## src/rtl/dma_pkg.sv

```systemverilog
// Types shared between the DWT line-fetch sequencer and the DMA read engine.
package dma_pkg;

  localparam int DMA_ADDR_W = 32;
  localparam int DMA_LEN_W  = 16;

  typedef enum logic [2:0] {
    LFC_IDLE,
    LFC_INIT,
    LFC_WAIT_PAIR,
    LFC_CALC,
    LFC_ISSUE_EVEN,
    LFC_ISSUE_ODD,
    LFC_DRAIN
  } lfc_state_e;

  typedef struct packed {
    logic [DMA_ADDR_W-1:0] addr;
    logic [DMA_LEN_W-1:0]  len;
    logic                  odd;
    logic                  last;
  } rd_cmd_t;

endpackage

```

## src/rtl/line_addr_calc.sv

```systemverilog
// Registered line-number to byte-address conversion: base + line * stride.
// Product and sum wrap silently at ADDR_W bits.
module line_addr_calc #(
  parameter int ADDR_W = 32
) (
  input  logic              clk_i,
  input  logic              rst_n_i,
  input  logic              en_i,
  input  logic [ADDR_W-1:0] base_i,
  input  logic [ADDR_W-1:0] stride_i,
  input  logic [ADDR_W-1:0] line_i,
  output logic [ADDR_W-1:0] addr_o
);

  logic [ADDR_W-1:0] addr_reg;

  always_ff @(posedge clk_i or negedge rst_n_i) begin
    if (!rst_n_i) begin
      addr_reg <= '0;
    end else if (en_i) begin
      addr_reg <= base_i + line_i * stride_i;
    end
  end

  assign addr_o = addr_reg;

endmodule

```

## src/rtl/dwt_line_fetch_ctrl.sv

```systemverilog
// Frame sequencer: takes even/odd line pairs from LineNumberFormer and issues
// one DMA read per line, bounding in-flight reads and signalling frame end.
module dwt_line_fetch_ctrl
  import dma_pkg::*;
#(
  parameter int ADDR_W  = 32,
  parameter int LEN_W   = 16,
  parameter int MAX_OUT = 4
) (
  input  logic              clk_i,
  input  logic              rst_n_i,
  input  logic              start_i,
  input  logic [ADDR_W-1:0] base_addr_i,
  input  logic [ADDR_W-1:0] stride_i,
  input  logic [ADDR_W-1:0] vsize_i,
  input  logic [LEN_W-1:0]  line_len_i,
  output logic              busy_o,
  output logic              frame_done_o,
  output logic              lnf_new_frame_o,
  output logic [ADDR_W-1:0] lnf_vsize_o,
  input  logic              lnf_valid_i,
  output logic              lnf_ready_o,
  input  logic [ADDR_W-1:0] lnf_even_i,
  input  logic [ADDR_W-1:0] lnf_odd_i,
  input  logic              lnf_last_i,
  output logic              cmd_valid_o,
  input  logic              cmd_ready_i,
  output logic [ADDR_W-1:0] cmd_addr_o,
  output logic [LEN_W-1:0]  cmd_len_o,
  output logic              cmd_odd_o,
  output logic              cmd_last_o,
  input  logic              rd_done_i
);

  localparam int CNT_W = $clog2(MAX_OUT + 1);
  // A pair costs two commands, so leave room for both before accepting it.
  localparam logic [CNT_W-1:0] READY_MAX = CNT_W'(MAX_OUT - 2);

  lfc_state_e state_reg, state_next;

  logic [ADDR_W-1:0]           base_reg;
  logic [ADDR_W-1:0]           stride_reg;
  logic [ADDR_W-1:0]           vsize_reg;
  logic [LEN_W-1:0]            len_reg;
  logic [1:0][ADDR_W-1:0]      line_reg;
  logic [1:0][ADDR_W-1:0]      line_addr;
  logic                        last_reg;
  logic [CNT_W-1:0]            outstanding_reg, outstanding_next;

  logic start_ok;
  logic pair_hs;
  logic cmd_hs;
  logic calc_en;

  assign start_ok = (state_reg == LFC_IDLE) && start_i;
  assign pair_hs  = lnf_valid_i && lnf_ready_o;
  assign cmd_hs   = cmd_valid_o && cmd_ready_i;
  assign calc_en  = (state_reg == LFC_CALC);

  always_ff @(posedge clk_i or negedge rst_n_i) begin
    if (!rst_n_i) begin
      state_reg       <= LFC_IDLE;
      base_reg        <= '0;
      stride_reg      <= '0;
      vsize_reg       <= '0;
      len_reg         <= '0;
      line_reg        <= '0;
      last_reg        <= 1'b0;
      outstanding_reg <= '0;
    end else begin
      state_reg       <= state_next;
      outstanding_reg <= outstanding_next;
      if (start_ok) begin
        base_reg   <= base_addr_i;
        stride_reg <= stride_i;
        vsize_reg  <= vsize_i;
        len_reg    <= line_len_i;
      end
      if (pair_hs) begin
        line_reg[0] <= lnf_even_i;
        line_reg[1] <= lnf_odd_i;
        last_reg    <= lnf_last_i;
      end
    end
  end

  // Index 0 converts the even line, index 1 the odd line.
  for (genvar gi = 0; gi < 2; gi++) begin : g_calc
    line_addr_calc #(
      .ADDR_W (ADDR_W)
    ) u_line_addr_calc (
      .clk_i    (clk_i),
      .rst_n_i  (rst_n_i),
      .en_i     (calc_en),
      .base_i   (base_reg),
      .stride_i (stride_reg),
      .line_i   (line_reg[gi]),
      .addr_o   (line_addr[gi])
    );
  end

  // A done that coincides with a new command cancels it; a stray done at zero is dropped.
  always_comb begin
    outstanding_next = outstanding_reg;
    if (cmd_hs && !rd_done_i) begin
      outstanding_next = outstanding_reg + 1'b1;
    end else if (!cmd_hs && rd_done_i && (outstanding_reg != '0)) begin
      outstanding_next = outstanding_reg - 1'b1;
    end
  end

  always_comb begin
    state_next      = state_reg;
    lnf_new_frame_o = 1'b0;
    lnf_ready_o     = 1'b0;
    cmd_valid_o     = 1'b0;
    cmd_odd_o       = 1'b0;
    cmd_last_o      = 1'b0;
    frame_done_o    = 1'b0;
    case (state_reg)
      LFC_IDLE: begin
        if (start_i) state_next = LFC_INIT;
      end
      LFC_INIT: begin
        lnf_new_frame_o = 1'b1;
        state_next      = LFC_WAIT_PAIR;
      end
      LFC_WAIT_PAIR: begin
        lnf_ready_o = (outstanding_reg <= READY_MAX);
        if (lnf_valid_i && (outstanding_reg <= READY_MAX)) state_next = LFC_CALC;
      end
      LFC_CALC: begin
        state_next = LFC_ISSUE_EVEN;
      end
      LFC_ISSUE_EVEN: begin
        cmd_valid_o = 1'b1;
        if (cmd_ready_i) state_next = LFC_ISSUE_ODD;
      end
      LFC_ISSUE_ODD: begin
        cmd_valid_o = 1'b1;
        cmd_odd_o   = 1'b1;
        cmd_last_o  = last_reg;
        if (cmd_ready_i) state_next = last_reg ? LFC_DRAIN : LFC_WAIT_PAIR;
      end
      LFC_DRAIN: begin
        if (outstanding_reg == '0) begin
          frame_done_o = 1'b1;
          state_next   = LFC_IDLE;
        end
      end
      default: begin
        state_next = LFC_IDLE;
      end
    endcase
  end

  assign busy_o      = (state_reg != LFC_IDLE);
  assign lnf_vsize_o = vsize_reg;
  assign cmd_addr_o  = (state_reg == LFC_ISSUE_ODD) ? line_addr[1] : line_addr[0];
  assign cmd_len_o   = len_reg;

endmodule

```

## config.mk

```make
export PLATFORM = sky130hd
export DESIGN_NAME = dwt_line_fetch_ctrl
export DESIGN_NICKNAME = d
export VERILOG_FILES = /design/src/rtl/dma_pkg.sv /design/src/rtl/line_addr_calc.sv /design/src/rtl/dwt_line_fetch_ctrl.sv
export SDC_FILE = /design/constraint.sdc
export NUM_CORES = 2
export LEC_CHECK = 0
export CORE_UTILIZATION = 44
export DETAILED_ROUTE_END_ITERATION = 6
export GPL_TIMING_DRIVEN = 1
export PLACE_DENSITY = 0.6
export SLEW_MARGIN = 20
export SYNTH_ARGS = -nofsm -noshare
export SYNTH_HDL_FRONTEND = slang
export SYNTH_SLANG_ARGS = --single-unit
```

## constraint.sdc

```tcl
create_clock -name clk_i -period 14.55 [get_ports clk_i]
set_clock_uncertainty 0.15 [all_clocks]
set_input_delay 3.6375 -clock clk_i [delete_from_list [all_inputs] [get_ports clk_i]]
set_output_delay 3.6375 -clock clk_i [all_outputs]
set_load 0.01 [all_outputs]
```

==> Word-level counts from Yosys, hierarchy flattened <==
Index checks and enable logic that the tools add are counted.
{ "classes": {"addsub": 4, "mul": 2, "n_lt_le_gt_ge": 1, "n_eq_ne": 11, "mux": 17, "n_reduce_logical": 16} }
{ "ops": {"columns": ["cell", "n"], "rows": [
  ["$add A32 B32 Y32", 2],
  ["$mul A32 B32 Y32", 2],
  ["$mux W32", 1],
  ["$mux W3", 8],
  ["$pmux W3 S7", 1],
  ["$ne A2 B2 Y1 const B", 5],
  ["$eq A3 B3 Y1 const B", 3],
  ["$logic_and A1 B1 Y1", 7],
  ["$mux W1", 7],
  ["$eq A3 B2 Y1 const B", 2],
  ["$logic_not A3 Y1", 2],
  ["$reduce_bool A3 Y1", 2],
  ["$reduce_and A5 Y1", 1],
  ["$add A3 B1 Y3 const B", 1],
  ["$eq A3 B1 Y1 const B", 1],
  ["$le A3 B2 Y1 const B", 1],
  ["$sub A3 B1 Y3 const B", 1],
  ["$logic_not A1 Y1", 2],
  ["$reduce_bool A2 Y1", 1],
  ["$reduce_or A2 Y1", 1]
]} }
{ "totals": {"ff_bits": 247, "in_bits": 183, "out_inout_bits": 87, "wordCells": 62} }

==> Logic depth before layout (Yosys ltp) <==
{ "logic_depth": {"ltp_word": 9, "depth_mapped": 29, "depth_no_buf": 27} }

==> Modules after synthesis <==
From an unflattened synthesis, not the netlist that was laid out.
{ "hier_totals": {"hier_cells": 4360, "area_unflattened_um2": 43775.7} }
{ "by_module_without_submodules": {"columns": ["module", "instances", "cells_each", "area_per_inst_um2", "seq_area_each_um2"], "rows": [
  ["line_addr_calc at g_calc[0].u_line_addr_calc", 1, 1957, 18183.7, 800.8],
  ["line_addr_calc at g_calc[1].u_line_addr_calc", 1, 1940, 18104.9, 800.8],
  ["dwt_line_fetch_ctrl", 1, 463, 7487.2, 4579.4]
]} }

==> Worst setup path before layout <==
OpenSTA, ideal clock, no wires.
{ "synth_path": {"path_kind": "flip-flop to flip-flop", "startpoint": "register stride_reg[0]", "endpoint": "register g_calc[0].u_line_addr_calc.addr_reg[29]", "setup_ns": 0.136, "t_arrival_ns": 7.072, "required_time_ns": 14.264, "setup_slack_ns": 7.192, "path_stages_with_launch": 27, "n_path_buf": 2, "synth_period_minus_slack_ns": 7.358, "path_cell_list": "dfrtp_1 -> clkbuf_1 -> clkbuf_1 -> nand2_1 -> fa_1 -> fa_1 -> inv_1 -> fa_1 -> inv_1 -> fa_1 -> inv_1 -> fa_1 -> inv_1 -> fa_1 -> fa_1 -> fa_1 -> inv_1 -> ha_1 -> a21o_1 -> a21o_1 -> a2111oi_2 -> nor3_1 -> or3_1 -> o211a_1 -> o21ai_2 -> mux2i_1 -> o311ai_1"} }
{ "synth_between": {"elab_chain_len": 2} }
{ "synth_lines": {"columns": ["element", "line", "text"], "rows": [
  ["from (decl)", "dwt_line_fetch_ctrl.sv:42", "logic [ADDR_W-1:0] stride_reg;"],
  ["from (signal assigned)", "dwt_line_fetch_ctrl.sv:75", "stride_reg <= stride_i;"],
  ["$mul A32 B32 Y32", "line_addr_calc.sv:21", "addr_reg <= base_i + line_i * stride_i;"],
  ["$add A32 B32 Y32", "line_addr_calc.sv:21", null],
  ["to (signal assigned)", "line_addr_calc.sv:21", null],
  ["to (decl)", "line_addr_calc.sv:15", "logic [ADDR_W-1:0] addr_reg;"]
]} }
Every way passes these cells.
A chain may end at the register's enable or synchronous reset.

==> Final worst setup path <==
{ "layout_path": {"startpoint": "register stride_reg[1]", "endpoint": "register g_calc[1].u_line_addr_calc.addr_reg[31]"} }
{ "layout_between": {"elab_chain_len": 2} }
{ "layout_lines": {"columns": ["element", "line"], "rows": [
  ["$mul A32 B32 Y32", "line_addr_calc.sv:21"],
  ["$add A32 B32 Y32", "line_addr_calc.sv:21"],
  ["to (signal assigned)", "line_addr_calc.sv:21"],
  ["to (decl)", "line_addr_calc.sv:15"]
]} }
Every way passes these cells.

==> flow_metrics.py <==
metrics = {
    "clocking": {
        "cts_hold_buf": 0,
        "root_buffer": "clkbuf_16",
        "cts_tree": "yes",
        "cts_buffer_depth": 3,
        "cts_resized": 0,
        "cts.htree.levels": 2,
        "clkTransAtPathRegs_ps": 60,
        "clock_sinks": 247,
        "cts_buffers": 35,
        "cts_setup_buffers": 0,
        "clk-insertion-delay-late_ps": 590,
    },
    "logic_synthesis": {
        "async_flop_share_pct": 100,
        "netlist_instances": 4461,
        "ys_ff_latch": 247,
        "synth-main-ff-cell": "dfrtp_1",
        "synth_edf_count": 0,
        "synth.cell_area_um2": 43000,
        "synth_area_leaders": "fa_1, dfrtp_1, inv_1",
        "avgSynthCellArea_um2": 9.64,
        "yosysMostFrequentCell": "inv_1",
        "synth_warnings": 0,
        "synth_fp_nets": 5769,
        "yosysTopAreaCell": "fa_1",
        "yosys-top-cells-count": "inv_1, fa_1, nand2_1",
        "synth_top_area_share_pct": 40.8,
        "ys_seq_area_share_pct": 14.4,
        "ys_types": 55,
    },
    "global_routing": {
        "overflow": 0,
        "grt_pass1_vias": 32700,
        "grt_first_pass_wirelength_um": 196000,
        "grt_max_degree": 71,
        "grt_usage_pct": 26.4,
        "antenna_found_initial": 3,
    },
    "routing": {
        "vias": 30300,
        "vias_per_cell": 5.14,
        "drt-pass1-iter-count": 5,
        "ant_nets": 0,
        "wl_per_cell_um": 21.3,
        "drtIter0Drc": 1775,
        "wl_um": 125000,
        "drc_errors": 0,
    },
    "sta": {
        "fmax_mhz": 124,
        "finalCriticalPeriod_ps": 8030,
        "relSlewSlack_pct": 22.5,
        "rsz0062_at_grt": "false",
        "worst_pin_slew_ps": 1160,
        "setup_viol": 0,
        "fin_tns_setup_ps": 0,
        "post-route-period-util_pct": 55.2,
        "hold_viol": 0,
        "report.final.slew_viol_count": 0,
    },
    "layout": {
        "final_nets": 5895,
        "area_delta_synth_final_pct": 11.7,
        "drive_above_1_share_pct": 7.57,
    },
    "placed_design": {
        "portBuffers": 269,
        "globalplace.congestion": 0.898,
        "dpl.hpwl_um": 97500,
    },
    "critical_path": {
        "worst_ep_arrival_time_ps": 8340,
        "path_class": "register to register",
        "start_kind": "register",
        "crit_family": "adder cells",
        "reg2reg_from": "stride_reg[1]",
        "max_stage_delay_ps": 760,
        "crit_fanout": 32,
        "path_common_cell": "fa_1",
        "crit_buf_inv": 7,
        "slowest_stage": "dfrtp_2",
        "cp-startpoint": "stride_reg[1]",
        "cp-end-kind": "register",
        "cp_data_required_time_ps": 14850,
    },
    "die": {
        "die_h_um": 315,
        "ios": 270,
        "fp.dieArea_um2": 99000,
        "initial_utilization_pct": 44.5,
        "chipWidth_um": 315,
        "rows": 114,
        "coreArea_um2": 96700,
    },
    "hold_path": {
        "holdCritStartpoint": "g_calc[0].u_line_addr_calc.addr_o[13]",
        "hold_path.class": "register to register",
    },
    "run": {
        "cap_violations": 0,
    },
    "outcome": {
        "outcome": "completed",
    },
}
[cells by family (layout without fill, tap and decap cells)]
| logic type | count (synthesis) | count (layout) | synth area share (%) |
|---|---|---|---|
| other | 0 | 4 | 0 |
| AO/OA/AOI/OAI | 246 | 246 | 3.56 |
| adder cells (fa/ha/maj) | 1125 | 1125 | 48.1 |
| flip-flops | 247 | 247 | 14.4 |
| multiplexers | 201 | 201 | 5.26 |
| buffers and inverters | 1223 | 1375 | 10.7 |
| AND/OR/NAND/NOR | 1245 | 1245 | 14.5 |
| XOR/XNOR | 174 | 174 | 3.54 |
[cells in the final DEF (no fill, tap or decap), types with 8 or more instances in the layout]
cell	instances
clkdlybuf4s50_1	268
a21oi_1	60
fa_1	877
buf_4	66
o21ai_0	93
nand2_1	608
dfrtp_2	12
clkinv_2	8
dfrtp_1	235
nor2_1	22
a21o_1	26
ha_1	248
mux2_2	200
xnor2_1	125
and2_1	560
xor2_1	49
o21a_1	11
clkbuf_16	36
inv_1	977
[worst reg2reg max path, delay by kind of cell, from the launching register on]
family                     cells  cell delay, ps
DFF                            1             760
buffers and inverters          7             760
AOI/OAI and AO/OA              6            1230
adders and majority gates      9            4310
xor gates and xnor gates       1             140
and+or+nand+nor                3             560
[worst paths after layout]
path,end,slack [ps],cells past startpoint
worst max-delay path,g_calc[1].u_line_addr_calc.addr_o[31],6520,26
worst min-delay path,g_calc[0].u_line_addr_calc.addr_o[13],320,2
worst max register to register,g_calc[1].u_line_addr_calc.addr_o[31],6520,26
worst min register to register,g_calc[0].u_line_addr_calc.addr_o[13],320,2
max in group asynchronous,line_reg[6],9250,3
min in group asynchronous,line_reg[15],2810,1
[per-stage QoR]
| stage | utilization (%) | instances | cell area [um2] | hold slack (ps) | setup slack [ps] |
|---|---|---|---|---|---|
| after detailed placement | 48.5 | 5826 | 46900 | 315 | 6520 |
| after global routing | 49.7 | 5889 | 48000 | 340 | 6080 |
| after CTS | 49.7 | 5889 | 48000 | 328 | 6550 |
| after global placement | 48.5 | 5826 | 46900 | 306 | 6520 |
| after floorplan | - | 4461 | 43000 | 293 | 7190 |
| final | 49.7 | 5893 | 48000 | 320 | 6520 |
[cell type report]
| type | count | area, um2 |
|---|---|---|
| multi-input combinational | 2991 | 32200 |
| timing repair buffer | 335 | 3190 |
| sequential | 247 | 6200 |
| inverter | 977 | 3670 |
| tap | 1276 | 1600 |
| clock inverter | 20 | 213 |
| antenna | 4 | 10.0 |
| fill | 9188 | 48700 |
| clock buffer | 43 | 947 |
[metal layers]
| metal | share of wire (%) | global-route usage, % |
|---|---|---|
| met5 | 0 | 0 |
| met4 | 3.4 | 8.22 |
| met3 | 6.4 | 4.43 |
| met2 | 49 | 44.2 |
| met1 | 42 | 35.1 |
Power is left out: the tool's default activity adds up to more than one toggle a clock period on the data nets, which glitch-free logic cannot reach.
